`src/rtl/avr_core_pkg.sv`:
```
// Shared definitions for the AVR core front end: sequencer state codes,
// two-word opcode mask/match pairs, the NOP encoding and the default PC width.
package avr_core_pkg;

    localparam int SEQ_PC_WIDTH = 14;

    localparam logic [2:0] SEQ_FETCH     = 3'd0;
    localparam logic [2:0] SEQ_WAIT      = 3'd1;
    localparam logic [2:0] SEQ_FETCH_EXT = 3'd2;
    localparam logic [2:0] SEQ_WAIT_EXT  = 3'd3;
    localparam logic [2:0] SEQ_EXECUTE   = 3'd4;
    localparam logic [2:0] SEQ_HALTED    = 3'd5;

    localparam logic [15:0] OPC_NOP = 16'h0000;

    // LDS/STS: 1001 00xd dddd 0000
    localparam logic [15:0] OPC_LDS_STS_MASK   = 16'hFC0F;
    localparam logic [15:0] OPC_LDS_STS_MATCH  = 16'h9000;
    // JMP/CALL: 1001 010k kkkk 11xk
    localparam logic [15:0] OPC_JMP_CALL_MASK  = 16'hFE0C;
    localparam logic [15:0] OPC_JMP_CALL_MATCH = 16'h940C;

    // True when the word is the first half of a two-word instruction
    function automatic logic is_two_word(input logic [15:0] word);
        return ((word & OPC_LDS_STS_MASK) == OPC_LDS_STS_MATCH) ||
               ((word & OPC_JMP_CALL_MASK) == OPC_JMP_CALL_MATCH);
    endfunction

endpackage

```
`src/rtl/two_word_detect.sv`:
```
// Combinational classifier: flags the first word of LDS/STS/JMP/CALL.
// Also used by the skip logic (CPSE/SBRC) to size the skipped instruction.
module two_word_detect
    import avr_core_pkg::*;
(
    input  logic [15:0] word,
    output logic        two_word
);

    // Classify the word against the two-word opcode patterns
    always_comb begin
        two_word = is_two_word(word);
    end

endmodule

```
`src/rtl/instruction_sequencer.sv`:
```
// Fetch/execute controller ahead of the instruction decoder.
// Fetches program words over a req/ack handshake, owns the program counter
// and instruction register, gathers the second word of two-word instructions
// and issues a one-cycle GPR write strobe when an instruction retires.
// Optional build macro RETIRE_COUNTER_EN adds a retired-instruction counter
// (retired_count) with a synchronous clear input (retired_clear).
module instruction_sequencer
    import avr_core_pkg::*;
#(
    parameter int                    PC_WIDTH     = SEQ_PC_WIDTH,
    parameter logic [PC_WIDTH-1:0]   RESET_VECTOR = {PC_WIDTH{1'b0}}
)
(
    input  logic                clk,
    input  logic                reset_n,
    output logic [PC_WIDTH-1:0] pmem_addr,
    output logic                pmem_req,
    input  logic                pmem_ack,
    input  logic [15:0]         pmem_data,
    input  logic                halt_in,
    input  logic                stall_in,
    input  logic                jump_valid,
    input  logic [PC_WIDTH-1:0] jump_target,
    output logic [15:0]         instruction_out,
    output logic [15:0]         ext_word_out,
    output logic                ext_valid_out,
    input  logic                decoder_gpr_write_in,
    output logic                gpr_write_strobe,
    output logic [PC_WIDTH-1:0] pc_out,
`ifdef RETIRE_COUNTER_EN
    input  logic                retired_clear,
    output logic [31:0]         retired_count,
`endif
    output logic                busy
);

    localparam logic [PC_WIDTH-1:0] PC_ONE = {{(PC_WIDTH-1){1'b0}}, 1'b1};

    logic [2:0]          state_r;
    logic [PC_WIDTH-1:0] pc_r;
    logic                two_word_s;
    logic                exec_exit_s;

    two_word_detect u_two_word_detect (
        .word     (pmem_data),
        .two_word (two_word_s)
    );

    // An instruction retires on the first unstalled EXECUTE cycle
    always_comb begin
        exec_exit_s = (state_r == SEQ_EXECUTE) && !stall_in;
    end

    // Sequencer FSM with all datapath registers and registered outputs
    always_ff @(posedge clk or negedge reset_n) begin
        if (!reset_n) begin
            state_r          <= SEQ_FETCH;
            pc_r             <= RESET_VECTOR;
            pc_out           <= RESET_VECTOR;
            pmem_addr        <= RESET_VECTOR;
            pmem_req         <= 1'b0;
            instruction_out  <= OPC_NOP;
            ext_word_out     <= 16'h0000;
            ext_valid_out    <= 1'b0;
            gpr_write_strobe <= 1'b0;
            busy             <= 1'b1;
        end else begin
            gpr_write_strobe <= 1'b0;
            case (state_r)
                SEQ_FETCH: begin
                    if (halt_in) begin
                        state_r <= SEQ_HALTED;
                        busy    <= 1'b0;
                    end else begin
                        pmem_addr <= pc_r;
                        pmem_req  <= 1'b1;
                        state_r   <= SEQ_WAIT;
                    end
                end
                SEQ_WAIT: begin
                    // Address and request stay stable until the ack arrives
                    if (pmem_ack) begin
                        instruction_out <= pmem_data;
                        pc_out          <= pc_r;
                        pc_r            <= pc_r + PC_ONE;
                        ext_valid_out   <= 1'b0;
                        pmem_req        <= 1'b0;
                        state_r         <= two_word_s ? SEQ_FETCH_EXT : SEQ_EXECUTE;
                    end else begin
                        state_r <= SEQ_WAIT;
                    end
                end
                SEQ_FETCH_EXT: begin
                    // halt_in is not looked at: a two-word instruction is never split
                    pmem_addr <= pc_r;
                    pmem_req  <= 1'b1;
                    state_r   <= SEQ_WAIT_EXT;
                end
                SEQ_WAIT_EXT: begin
                    if (pmem_ack) begin
                        ext_word_out  <= pmem_data;
                        ext_valid_out <= 1'b1;
                        pc_r          <= pc_r + PC_ONE;
                        pmem_req      <= 1'b0;
                        state_r       <= SEQ_EXECUTE;
                    end else begin
                        state_r <= SEQ_WAIT_EXT;
                    end
                end
                SEQ_EXECUTE: begin
                    if (exec_exit_s) begin
                        gpr_write_strobe <= decoder_gpr_write_in;
                        if (jump_valid) begin
                            pc_r <= jump_target;
                        end else begin
                            pc_r <= pc_r;
                        end
                        state_r <= SEQ_FETCH;
                    end else begin
                        state_r <= SEQ_EXECUTE;
                    end
                end
                SEQ_HALTED: begin
                    if (halt_in) begin
                        state_r <= SEQ_HALTED;
                    end else begin
                        state_r <= SEQ_FETCH;
                        busy    <= 1'b1;
                    end
                end
                default: begin
                    state_r  <= SEQ_FETCH;
                    pmem_req <= 1'b0;
                    busy     <= 1'b1;
                end
            endcase
        end
    end

`ifdef RETIRE_COUNTER_EN
    // Count retired instructions; a clear in the same cycle as a retire wins
    always_ff @(posedge clk or negedge reset_n) begin
        if (!reset_n) begin
            retired_count <= 32'd0;
        end else if (retired_clear) begin
            retired_count <= 32'd0;
        end else if (exec_exit_s) begin
            retired_count <= retired_count + 32'd1;
        end else begin
            retired_count <= retired_count;
        end
    end
`endif

endmodule

```
`config.mk`:
```
export PLATFORM = sky130hd
export DESIGN_NAME = instruction_sequencer
export DESIGN_NICKNAME = d
export VERILOG_FILES = /design/src/rtl/avr_core_pkg.sv /design/src/rtl/two_word_detect.sv /design/src/rtl/instruction_sequencer.sv
export SDC_FILE = /design/constraint.sdc
export NUM_CORES = 1
export LEC_CHECK = 0
export CAP_MARGIN = 25
export CORE_UTILIZATION = 30
export CTS_CLUSTER_SIZE = 16
export DETAILED_ROUTE_END_ITERATION = 7
export MAX_ROUTING_LAYER = met4
export SLEW_MARGIN = 15
export SYNTH_ARGS = -nofsm -noshare
export SYNTH_HDL_FRONTEND = slang
export SYNTH_SLANG_ARGS = --single-unit
```
`constraint.sdc`:
```
create_clock -name clk -period 2.45 [get_ports clk]
set_input_delay 0.3675 -clock clk [delete_from_list [all_inputs] [get_ports clk]]
set_output_delay 0.3675 -clock clk [all_outputs]
set_load 0.1 [all_outputs]
```
==> results.md <==
| Metric | Reported |
|---|---|
| Mean post-synth cell area | 12.9 um^2 |
| Number of detailed-route iterations in the first pass | 6 |
| CTS clk-pin slew, worst paths | 0.06 ns |
| Run status | complete, but fails checks |
| Critical path arrival | 2.14 ns |
| Overall Global Routing Usage | 15.2% |
| Total via count in the routed design | 2615 |
| R2R Path Start | state_r[2]$_DFF_PN0_ |
| Post-layout minimum cycle time | 1.92 ns |
| Post-synthesis cell area | 3570 um^2 |
| Sequential cell area in the final layout | 2030 um^2 |
| Cell chosen for the clock root | clkbuf_16 |
| Pin count of the biggest net entering global routing | 43 |
| Number of max-slew violations in the final report | 0 |
| Share of layout cells above drive strength 1 | 41.1% |
| Number of maximum-capacitance constraint violations | 0 |
| Diodes inserted | 0 |
| Fraction of registers with async set/reset | 100% |
| Worst path slowest cell | or3b_4 |
| Count of mapped cells out of synthesis | 277 |
| Actual transition at the worst max-transition pin | 0.557 ns |
| Setup TNS | 0 ns |
| Layout Area Growth over Synthesis | 37.7% |
| Post-synthesis cell type count | 49 |
| IO Port Bufs | 100 |
| Worst-Skew Late Latency | 0.32 ns |
| Placeable core area | 11500 um^2 |
| Worst reg-to-reg path cell count | 5 |
| Buffers inserted by post-CTS timing repair | 0 |
| # nets final | 417 |
| Largest stage delay on the critical path | 0.60 ns |
| Setup repair after global routing missed its margin | false |
| Final setup violation count | 0 |
| Type of origin of the critical path | flop |
| Count of state elements after synthesis | 81 |
| Final antenna-violating net count | 0 |
| Initial DRC count | 87 |
| Clock tree from TritonCTS | yes |
| Post-placement worst setup slack | 0.366 ns |
| Width of the chip | 111 um |
| Remaining DRCs | 10 |
| Hold buffer count at cts | 0 |
| Initial antenna violation count | 0 |
| Boundary pin count | 101 |
| Met1 Resource Use GR | 18.9% |
| Sequential fraction of the synthesis area | 56.8% |
| Placer Congestion | 0.774 |
| Number of global-route vias before repair | 2824 |
| Wire length of the first global-routing pass | 14.4 mm |
| Htree depth | 3 |
| Commonest register cell after synthesis | dfrtp_1 |
| Most used cells in the layout excluding fill and tap cells | dfrtp_1 (80), buf_4 (71), mux2_2 (57) |
| Required time worst endpoint | 2.68 ns |
| Crit path from | state_r[2]$_DFF_PN0_ |
| Num CTS Buffers | 9 |
| Multi-input gate area in the final layout | 1410 um^2 |
| Standard-cell row count | 39 |
| Headroom to the max-slew limit | 62.9% |
| Filler Cell Count | 1102 |
| Nature of the critical path endpoint | flop |
| Crit path setup slack, layout | 0.534 ns |
| Failing checks | DRC |
| Area of the die | 12400 um^2 |
| Quantity of gates resized following cts | 0 |
| Num Clock Sinks | 81 |
| Maximum fanout encountered on the critical timing path | 30 |
| Total gr overflow | 0 |
| Global Route met2 Usage | 23.8% |
| Count of yosys warnings during synthesis | 0 |
| Synth Net Count | 315 |
| Number of enable flip-flop cells after synthesis | 0 |
| Maximum achievable frequency | 0.522 GHz |
| Worst setup path category | flop to flop |
| Effective utilization at floorplan | 31.0% |
| Buffers from clock root to sink, at most | 2 |
| Ordered cell list for the critical path | or3b_4 -> o21ai_2 -> buf_4 -> nor2_1 -> a311oi_2 |
| Most utilized layer in the global route result | met2 |
| Share of the clock period used by the worst path after layout | 78.2% |
| Final Skew | 0.00470 ns |
| Vias per std cell | 4.96 |
| Total routed wirelength | 8.52 mm |
| Hold WC Path Type | primary input to async pin |
| Met3 usage in global routing | 4.87% |
| Estimated wirelength of the detail-placed design | 6.00 mm |
| Chip height | 111 um |
| Final-report hold violation count | 0 |
| Most common cell after layout, fill and taps aside | dfrtp_1 |
| Avg WL per Cell | 16.2 um |
## sequential cells by signal, summed over array words and instances, names as in the netlist
| register | flops |
|---|---|
| ext_word_out | 16 |
| pmem_req | 1 |
| gpr_write_strobe | 1 |
| pc_out | 14 |
| instruction_out | 16 |
| pc_r | 14 |
| busy | 1 |
| state_r | 3 |
| pmem_addr | 14 |
| ext_valid_out | 1 |
## per-layer routing
layer / vias to the layer above / routed length (um)
met5: - / 0
met4: 0 / 102
met3: 10 / 606
met2: 94 / 3900
met1: 1294 / 3910
li1: 1217 / -
## through the flow
stage,cell area [um^2],util [%],hold WS [ns],cells
2_1_floorplan,3570,-,0.0719,277
3_3_place_gp,4560,39.6,0.396,511
3_5_place_dp,4560,39.6,0.405,511
4_1_cts,4920,42.7,0.0497,527
5_1_grt,4920,42.7,0.0613,527
6_report,4920,42.7,0.0288,527
## path summary, 6_finish.rpt
path / slack [ns] / to
max: 0.53 / pc_r[0]$_DFFE_PN0P_
min: 0.03 / instruction_out[0]$_DFFE_PN0P_
min reg2reg: 0.49 / pc_out[0]$_DFFE_PN0P_
max in group asynchronous: 1.73 / busy$_DFFE_PN1P_
max reg2reg: 0.53 / pc_r[0]$_DFFE_PN0P_
min in group clk: 0.49 / pc_out[0]$_DFFE_PN0P_
## cells in the mapped netlist (all sizes together) (4+ instances only)
cell / n / area, um^2
mux2: 61 / 687
a2bb2oi: 4 / 35.0
a21oi: 15 / 78.8
o22ai: 5 / 31.3
buf: 16 / 124
nor2: 12 / 47.6
o21ai: 12 / 63.8
nand3: 6 / 30.0
dfrtp: 80 / 2000
nand2: 16 / 65.1
## worst max-delay path: cells and delay by family (launching register included)
family | cells | cell delay [ns]
AOI/OAI and AO/OA | 2 | 0.43
and+or+nand+nor | 2 | 0.67
DFF | 1 | 0.51
buffers and inverters | 1 | 0.21
## final cells by class
type | count | share of cell area, %
clock buffers | 9 | 4.58
clock inverters | 7 | 2.87
inverters | 3 | 0.229
multi-input cells | 176 | 28.7
flip-flops and latches | 81 | 41.2
well taps | 143 | 3.63
repair buffers | 108 | 18.8
## logic make-up (layout without fill, tap and decap cells)
kind of cell / after synthesis / in the layout / share of synthesized area [%]
AOI/OAI and AO/OA: 52 / 52 / 10.0
adders and majority gates: 1 / 1 / 0.350
buffers and inverters: 20 / 127 / 3.89
DFF: 81 / 81 / 56.8
muxes: 61 / 61 / 19.2
and+or+nand+nor: 62 / 62 / 9.73
Power is not shown: default switching activity piles up to over one toggle a cycle in this logic, so the estimate is an artifact.
